<file path="src/rtl/div.sv">
// ----------------------------------------------------------------------------
// div -- 32-bit signed integer divider (quotient -> LO, remainder -> HI)
//
// A divide is requested with a one-cycle pulse on div_start while the unit
// is idle. The operands are latched on the accepting edge. Their magnitudes
// are divided by a restoring divider that produces one quotient bit per
// cycle over 32 cycles. One more cycle applies sign correction and
// publishes the results. The quotient truncates toward zero, and the
// remainder takes the sign of the dividend.
//
// A zero divisor skips the divider. It produces a one-cycle done+div_zero
// pulse on the next cycle and leaves HI/LO unchanged.
//
// Ports
//   clk        : clock, all state changes on the rising edge
//   reset      : asynchronous, active-high reset
//   a          : dividend, two's complement
//   b          : divisor, two's complement
//   div_start  : request pulse, only honoured while idle
//   div_hi_out : remainder of the last completed divide
//   div_lo_out : quotient of the last completed divide
//   busy       : a divide has been accepted and has not yet completed
//   done       : one-cycle completion pulse
//   div_zero   : one-cycle divide-by-zero pulse, coincident with done
// ----------------------------------------------------------------------------
module div (
   input  logic        clk,
   input  logic        reset,
   input  logic [31:0] a,
   input  logic [31:0] b,
   input  logic        div_start,
   output logic [31:0] div_hi_out,
   output logic [31:0] div_lo_out,
   output logic        busy,
   output logic        done,
   output logic        div_zero
);

   typedef enum logic [1:0] {
      IDLE   = 2'd0,
      RUN    = 2'd1,
      FINISH = 2'd2,
      DZ     = 2'd3
   } state_t;

   localparam logic [5:0] LAST_ITER = 6'd31;

   state_t      state_reg, state_next;
   logic [5:0]  count_reg, count_next;

   // Divider working registers. quot_reg starts out holding |a|. Each
   // iteration shifts one dividend bit out of its top and one quotient bit
   // into its bottom, so after 32 iterations it holds the unsigned quotient.
   logic [31:0] divisor_reg, divisor_next;
   logic [31:0] quot_reg, quot_next;
   logic [31:0] rem_reg, rem_next;
   logic        sign_a_reg, sign_a_next;
   logic        sign_b_reg, sign_b_next;

   // Registered outputs
   logic [31:0] hi_reg, hi_next;
   logic [31:0] lo_reg, lo_next;
   logic        busy_reg, busy_next;
   logic        done_reg, done_next;
   logic        div_zero_reg, div_zero_next;

   // Operand magnitudes. |0x80000000| is 0x80000000 as an unsigned value,
   // which is exactly what the unsigned divider needs.
   logic [31:0] abs_a, abs_b;
   assign abs_a = a[31] ? (32'd0 - a) : a;
   assign abs_b = b[31] ? (32'd0 - b) : b;

   // One restoring step. The partial remainder is always below the divisor.
   // The shifted value is therefore below 2*divisor and fits in 33 bits.
   // A borrow out of the 33-bit subtraction (bit 32 set) means the trial
   // failed and the shifted value is kept.
   logic [32:0] shifted_rem;
   logic [32:0] trial;
   logic        trial_ok;
   assign shifted_rem = {rem_reg, quot_reg[31]};
   assign trial       = shifted_rem - {1'b0, divisor_reg};
   assign trial_ok    = ~trial[32];

   // Sign correction of the unsigned results. Negating the quotient also
   // covers 0x80000000 / -1. The signs agree in that case, so there is no
   // negation and the unsigned 0x80000000 passes through unchanged.
   logic [31:0] signed_quot, signed_rem;
   assign signed_quot = (sign_a_reg ^ sign_b_reg) ? (32'd0 - quot_reg) : quot_reg;
   assign signed_rem  = sign_a_reg ? (32'd0 - rem_reg) : rem_reg;

   // ------------------------------------------------------------------------
   // State and datapath registers
   // ------------------------------------------------------------------------
   always_ff @(posedge clk or posedge reset) begin
      if (reset) begin
         state_reg    <= IDLE;
         count_reg    <= 6'd0;
         divisor_reg  <= 32'd0;
         quot_reg     <= 32'd0;
         rem_reg      <= 32'd0;
         sign_a_reg   <= 1'b0;
         sign_b_reg   <= 1'b0;
         hi_reg       <= 32'd0;
         lo_reg       <= 32'd0;
         busy_reg     <= 1'b0;
         done_reg     <= 1'b0;
         div_zero_reg <= 1'b0;
      end else begin
         state_reg    <= state_next;
         count_reg    <= count_next;
         divisor_reg  <= divisor_next;
         quot_reg     <= quot_next;
         rem_reg      <= rem_next;
         sign_a_reg   <= sign_a_next;
         sign_b_reg   <= sign_b_next;
         hi_reg       <= hi_next;
         lo_reg       <= lo_next;
         busy_reg     <= busy_next;
         done_reg     <= done_next;
         div_zero_reg <= div_zero_next;
      end
   end

   // ------------------------------------------------------------------------
   // Next-state and datapath logic
   // ------------------------------------------------------------------------
   always_comb begin
      state_next    = state_reg;
      count_next    = count_reg;
      divisor_next  = divisor_reg;
      quot_next     = quot_reg;
      rem_next      = rem_reg;
      sign_a_next   = sign_a_reg;
      sign_b_next   = sign_b_reg;
      hi_next       = hi_reg;
      lo_next       = lo_reg;
      busy_next     = busy_reg;
      done_next     = 1'b0;       // done/div_zero are single-cycle pulses
      div_zero_next = 1'b0;

      unique case (state_reg)
         IDLE: begin
            if (div_start) begin
               busy_next    = 1'b1;
               count_next   = 6'd0;
               rem_next     = 32'd0;
               quot_next    = abs_a;
               divisor_next = abs_b;
               sign_a_next  = a[31];
               sign_b_next  = b[31];
               state_next   = (b == 32'd0) ? DZ : RUN;
            end
         end

         RUN: begin
            if (trial_ok) begin
               rem_next  = trial[31:0];
               quot_next = {quot_reg[30:0], 1'b1};
            end else begin
               rem_next  = shifted_rem[31:0];
               quot_next = {quot_reg[30:0], 1'b0};
            end
            count_next = count_reg + 6'd1;
            if (count_reg == LAST_ITER) begin
               state_next = FINISH;
            end
         end

         FINISH: begin
            lo_next    = signed_quot;
            hi_next    = signed_rem;
            busy_next  = 1'b0;
            done_next  = 1'b1;
            count_next = 6'd0;
            state_next = IDLE;
         end

         DZ: begin
            // HI/LO keep the previous results
            busy_next     = 1'b0;
            done_next     = 1'b1;
            div_zero_next = 1'b1;
            state_next    = IDLE;
         end

         default: begin
            state_next = IDLE;
         end
      endcase
   end

   assign div_hi_out = hi_reg;
   assign div_lo_out = lo_reg;
   assign busy       = busy_reg;
   assign done       = done_reg;
   assign div_zero   = div_zero_reg;

endmodule

</file>
<file path="config.mk">
export PLATFORM = sky130hd
export DESIGN_NAME = div
export DESIGN_NICKNAME = d
export VERILOG_FILES = /design/src/rtl/div.sv
export SDC_FILE = /design/constraint.sdc
export NUM_CORES = 1
export LEC_CHECK = 0
export BUFFER_PORTS_ARGS = -buffer_cell sky130_fd_sc_hd__buf_2
export CORE_MARGIN = 4
export CORE_UTILIZATION = 45
export DETAILED_ROUTE_END_ITERATION = 8
export PLACE_DENSITY_LB_ADDON = 0.1
export SYNTH_ARGS = -nofsm -noshare
export SYNTH_HDL_FRONTEND = slang
export SYNTH_SLANG_ARGS = --single-unit
</file>
<file path="constraint.sdc">
create_clock -name clk -period 6.4 [get_ports clk]
set_clock_uncertainty 0.15 [all_clocks]
set_input_delay 1.6 -clock clk [delete_from_list [all_inputs] [get_ports clk]]
set_output_delay 1.6 -clock clk [all_outputs]
set_load 0.01 [all_outputs]
</file>
==> metrics <==
global-route wire length before repair 47.6 mm; number of standard-cell rows in the floorplan 57; signed area change from the synthesized netlist to the final layout 12.8%; Worst Max-Slew Pin Slew 1220 ps; Sink Count 173; crit path cell chain inv_1 -> ha_1 -> fa_1 -> nand2b_1 -> a211o_1 -> nand3_2 -> nand2_2 -> o32a_1 -> a31oi_4 -> buf_4 -> mux2_2 -> o21ai_1; initial core utilization 46.2%; Routed WL 29.7 mm; total number of H-tree levels 4; number of distinct standard cells referenced by the synthesized netlist 80; data required time at the worst endpoint 6590 ps; Most used DFF post-synth sky130_fd_sc_hd__dfrtp_1; overall overflow remaining after global route 0; Yosys top cell area share 38.1%; critical path's largest stage delay 550 ps; count of antenna-violating nets left after detailed routing 0; clock latency on the worst-skew pair approximately 440 ps; highest fanout seen on the critical path 20; relative slew slack a little under a fifth; clock period minus worst slack 3870 ps; clock network power share 17.1%; HPWL reported at the end of detailed placement 21.7 mm; most instantiated library cell after synthesis sky130_fd_sc_hd__nand2_1; number of placed cells counting well taps about 1700; share of power burned in combinational logic 52.5%; Post-synth EDFFs 0; Crit path arrival time about 4100 ps; share of flip-flops with an asynchronous set or reset 100%; Fin. Hold Viols 0; core outline area 0.0246 sq mm; number of nets produced by synthesis roughly 1400; number of maximum-capacitance constraint violations 0; power dissipated by switching net loads between 0.002 and 0.003 W; max-slew violation count 0; worst min-delay path class flip-flop to flip-flop; cell depth of the worst flop-to-flop path 12; # port buffers 133; CTS tree yes; part of the Yosys area used for sequential elements 38.1%; internal cell power 0.00346 W; leading area contributor after synthesis sky130_fd_sc_hd__dfrtp_1; number of antenna violations at the first check in global routing 3; number of buffers inserted by hold repair at cts 0; full die area 0.0279 sq mm; pin count of the biggest net entering global routing 174; instance count of the mapped netlist ~1300; number of cells on the worst hold path 2; Max IR drop VDD 0.189 mV; Inserted Clock Buffers 17; synth cell count leaders sky130_fd_sc_hd__nand2_1 (185), sky130_fd_sc_hd__dfrtp_1 (173), sky130_fd_sc_hd__o21ai_0 (170); reg-to-reg startpoint quot_reg[31]; part of the power in registers between 30% and 40%; period utilization 60.5%; horizontal die dimension 167 um; iteration-0 DRC count of the detailed router 787; total negative slack 0 ps; Root Buffer sky130_fd_sc_hd__clkbuf_16; worst hold start div_hi_out[30]; maximum operating frequency 0.258 GHz; register-to-register setup slack 2530 ps; PostCTS Resize Cnt 0; clock-pin slew of the registers on the worst-case setup and hold paths 70 ps; final setup violating endpoints 0; Worst Path Class, Setup flip-flop to flip-flop; Hold Path Sink div_hi_out[30]; setup repair after global routing missed its margin no; Setup Buffers After CTS 0; Post-Synthesis Mean Instance Area 8.69 sq um; outcome finished, final reports clean; cell with the largest stage delay on the worst path sky130_fd_sc_hd__a31oi_4; IO Pins 134; kind of capture point of the worst setup path flip-flop; # DRC 0; Synth area leaders sky130_fd_sc_hd__dfrtp_1 (38%), sky130_fd_sc_hd__xor2_1 (8.4%), sky130_fd_sc_hd__o21ai_0 (7.5%), sky130_fd_sc_hd__nand2_1 (6.1%), sky130_fd_sc_hd__ha_1 (4.1%); CP startpoint kind flip-flop; Switching Fraction 46.1%; Clock Tree Buf Depth 2; leakage 5.74 nW; ratio of cells with drive above 1 in the final layout 15.5%; vias in the first global route between 8000 and 9000; fin cells ~1700; R2R Path End rem_reg[0]; routed via count between 9000 and 10000; netlist area before placement 0.0114 sq mm; count of yosys warnings during synthesis 0; Design Power about 0.0064 W; post-detailed-route via-to-cell ratio roughly 5.6; Detailed Routing Iterations Pass 1 5; Chip Height 167 um; flop and latch count out of synthesis roughly 170; RePlAce Congestion 0.891; global router's overall resource usage 20.8%; wire length per cell after detailed routing 17.2 um; final-stage net count about 1500; power density normalized to cell area around 500 mW/mm^2
-- cell usage in the layout (no fill, tap or decap), types with 30 or more instances in the layout --
cell type and n:
sky130_fd_sc_hd__xor2_1 109, sky130_fd_sc_hd__buf_2 133, sky130_fd_sc_hd__dfrtp_1 173, sky130_fd_sc_hd__a21oi_1 38
sky130_fd_sc_hd__inv_1 48, sky130_fd_sc_hd__nor2_1 36, sky130_fd_sc_hd__o21ai_1 30, sky130_fd_sc_hd__o21ai_0 170
sky130_fd_sc_hd__ha_1 37, sky130_fd_sc_hd__o31ai_1 30, sky130_fd_sc_hd__nand3_1 50, sky130_fd_sc_hd__nand2_1 184
sky130_fd_sc_hd__xnor2_1 35
-- per-layer routing --
| layer | global-route usage [%] | part of all wire, % | up-vias |
|---|---|---|---|
| met2 | 28.6 | 40 | 247 |
| li1 | - | - | 4831 |
| met3 | 3.93 | 5.9 | 36 |
| met5 | 0 | 0.044 | - |
| met1 | 33.3 | 53 | 4575 |
| met4 | 4.84 | 1.3 | 2 |
-- power groups by stage --
stage / clock network, W / registers (W) / logic, W
6_report: 0.00110 / 0.00195 / 0.00337
5_1_grt: 0.00116 / 0.00200 / 0.00377
4_1_cts: 0.00112 / 0.00193 / 0.00336
3_5_place_dp: 0 / 0.00195 / 0.00335
3_3_place_gp: 0 / 0.00194 / 0.00332
2_1_floorplan: 0 / 0.00176 / 0.00274
-- cell type report --
cell class	count	area (sq um)
clock inverters	15	194
fillers	2394	11800
clock buffers	17	425
well taps	324	405
inverters	49	188
multi-input cells	1011	6570
repair buffers	137	708
flip-flops and latches	173	4330
diodes	2	5.00
-- critical path: cells and delay by family, from the launching register on --
| kind | cells | cell delay, ps |
|---|---|---|
| fa+ha+maj | 2 | 590 |
| buf+inv | 2 | 510 |
| compound gates | 4 | 1360 |
| mux | 1 | 370 |
| flops | 1 | 350 |
| simple gates | 3 | 440 |
-- metrics by stage --
stage                     setup WS (ps)  hold WS (ps)  area [sq um]  util, %
after detailed placement           2450           315         12200     49.6
final                              2530           323         12800     52.1
after global routing               2320           343         12800     52.1
after floorplan                    2440           299         11400        -
after global placement             2470           305         12200     49.6
after CTS                          2530           333         12800     52.1
-- cells by family after synthesis --
group	count (synthesis)	share of synthesized area (%)
xor+xnor	144	11.1
flops	173	38.1
buf+inv	124	4.56
mux	27	2.39
simple gates	409	17.8
fa+ha+maj	38	4.25
compound gates	393	21.9
-- worst max path at each step --
| stage | depth (start not counted) | endpoint | from | slack [ps] |
|---|---|---|---|---|
| 3_3_place_gp | 8 | quot_reg[24] | a[8] | 2470 |
| 6_report | 12 | rem_reg[0] | quot_reg[31] | 2530 |
| 3_5_place_dp | 8 | quot_reg[24] | a[8] | 2450 |
| 2_1_floorplan | 1 | busy | reset | 2440 |
| 5_1_grt | 12 | rem_reg[0] | quot_reg[31] | 2320 |
| 4_1_cts | 12 | rem_reg[0] | quot_reg[31] | 2530 |
(Power assumes the default switching activity.)
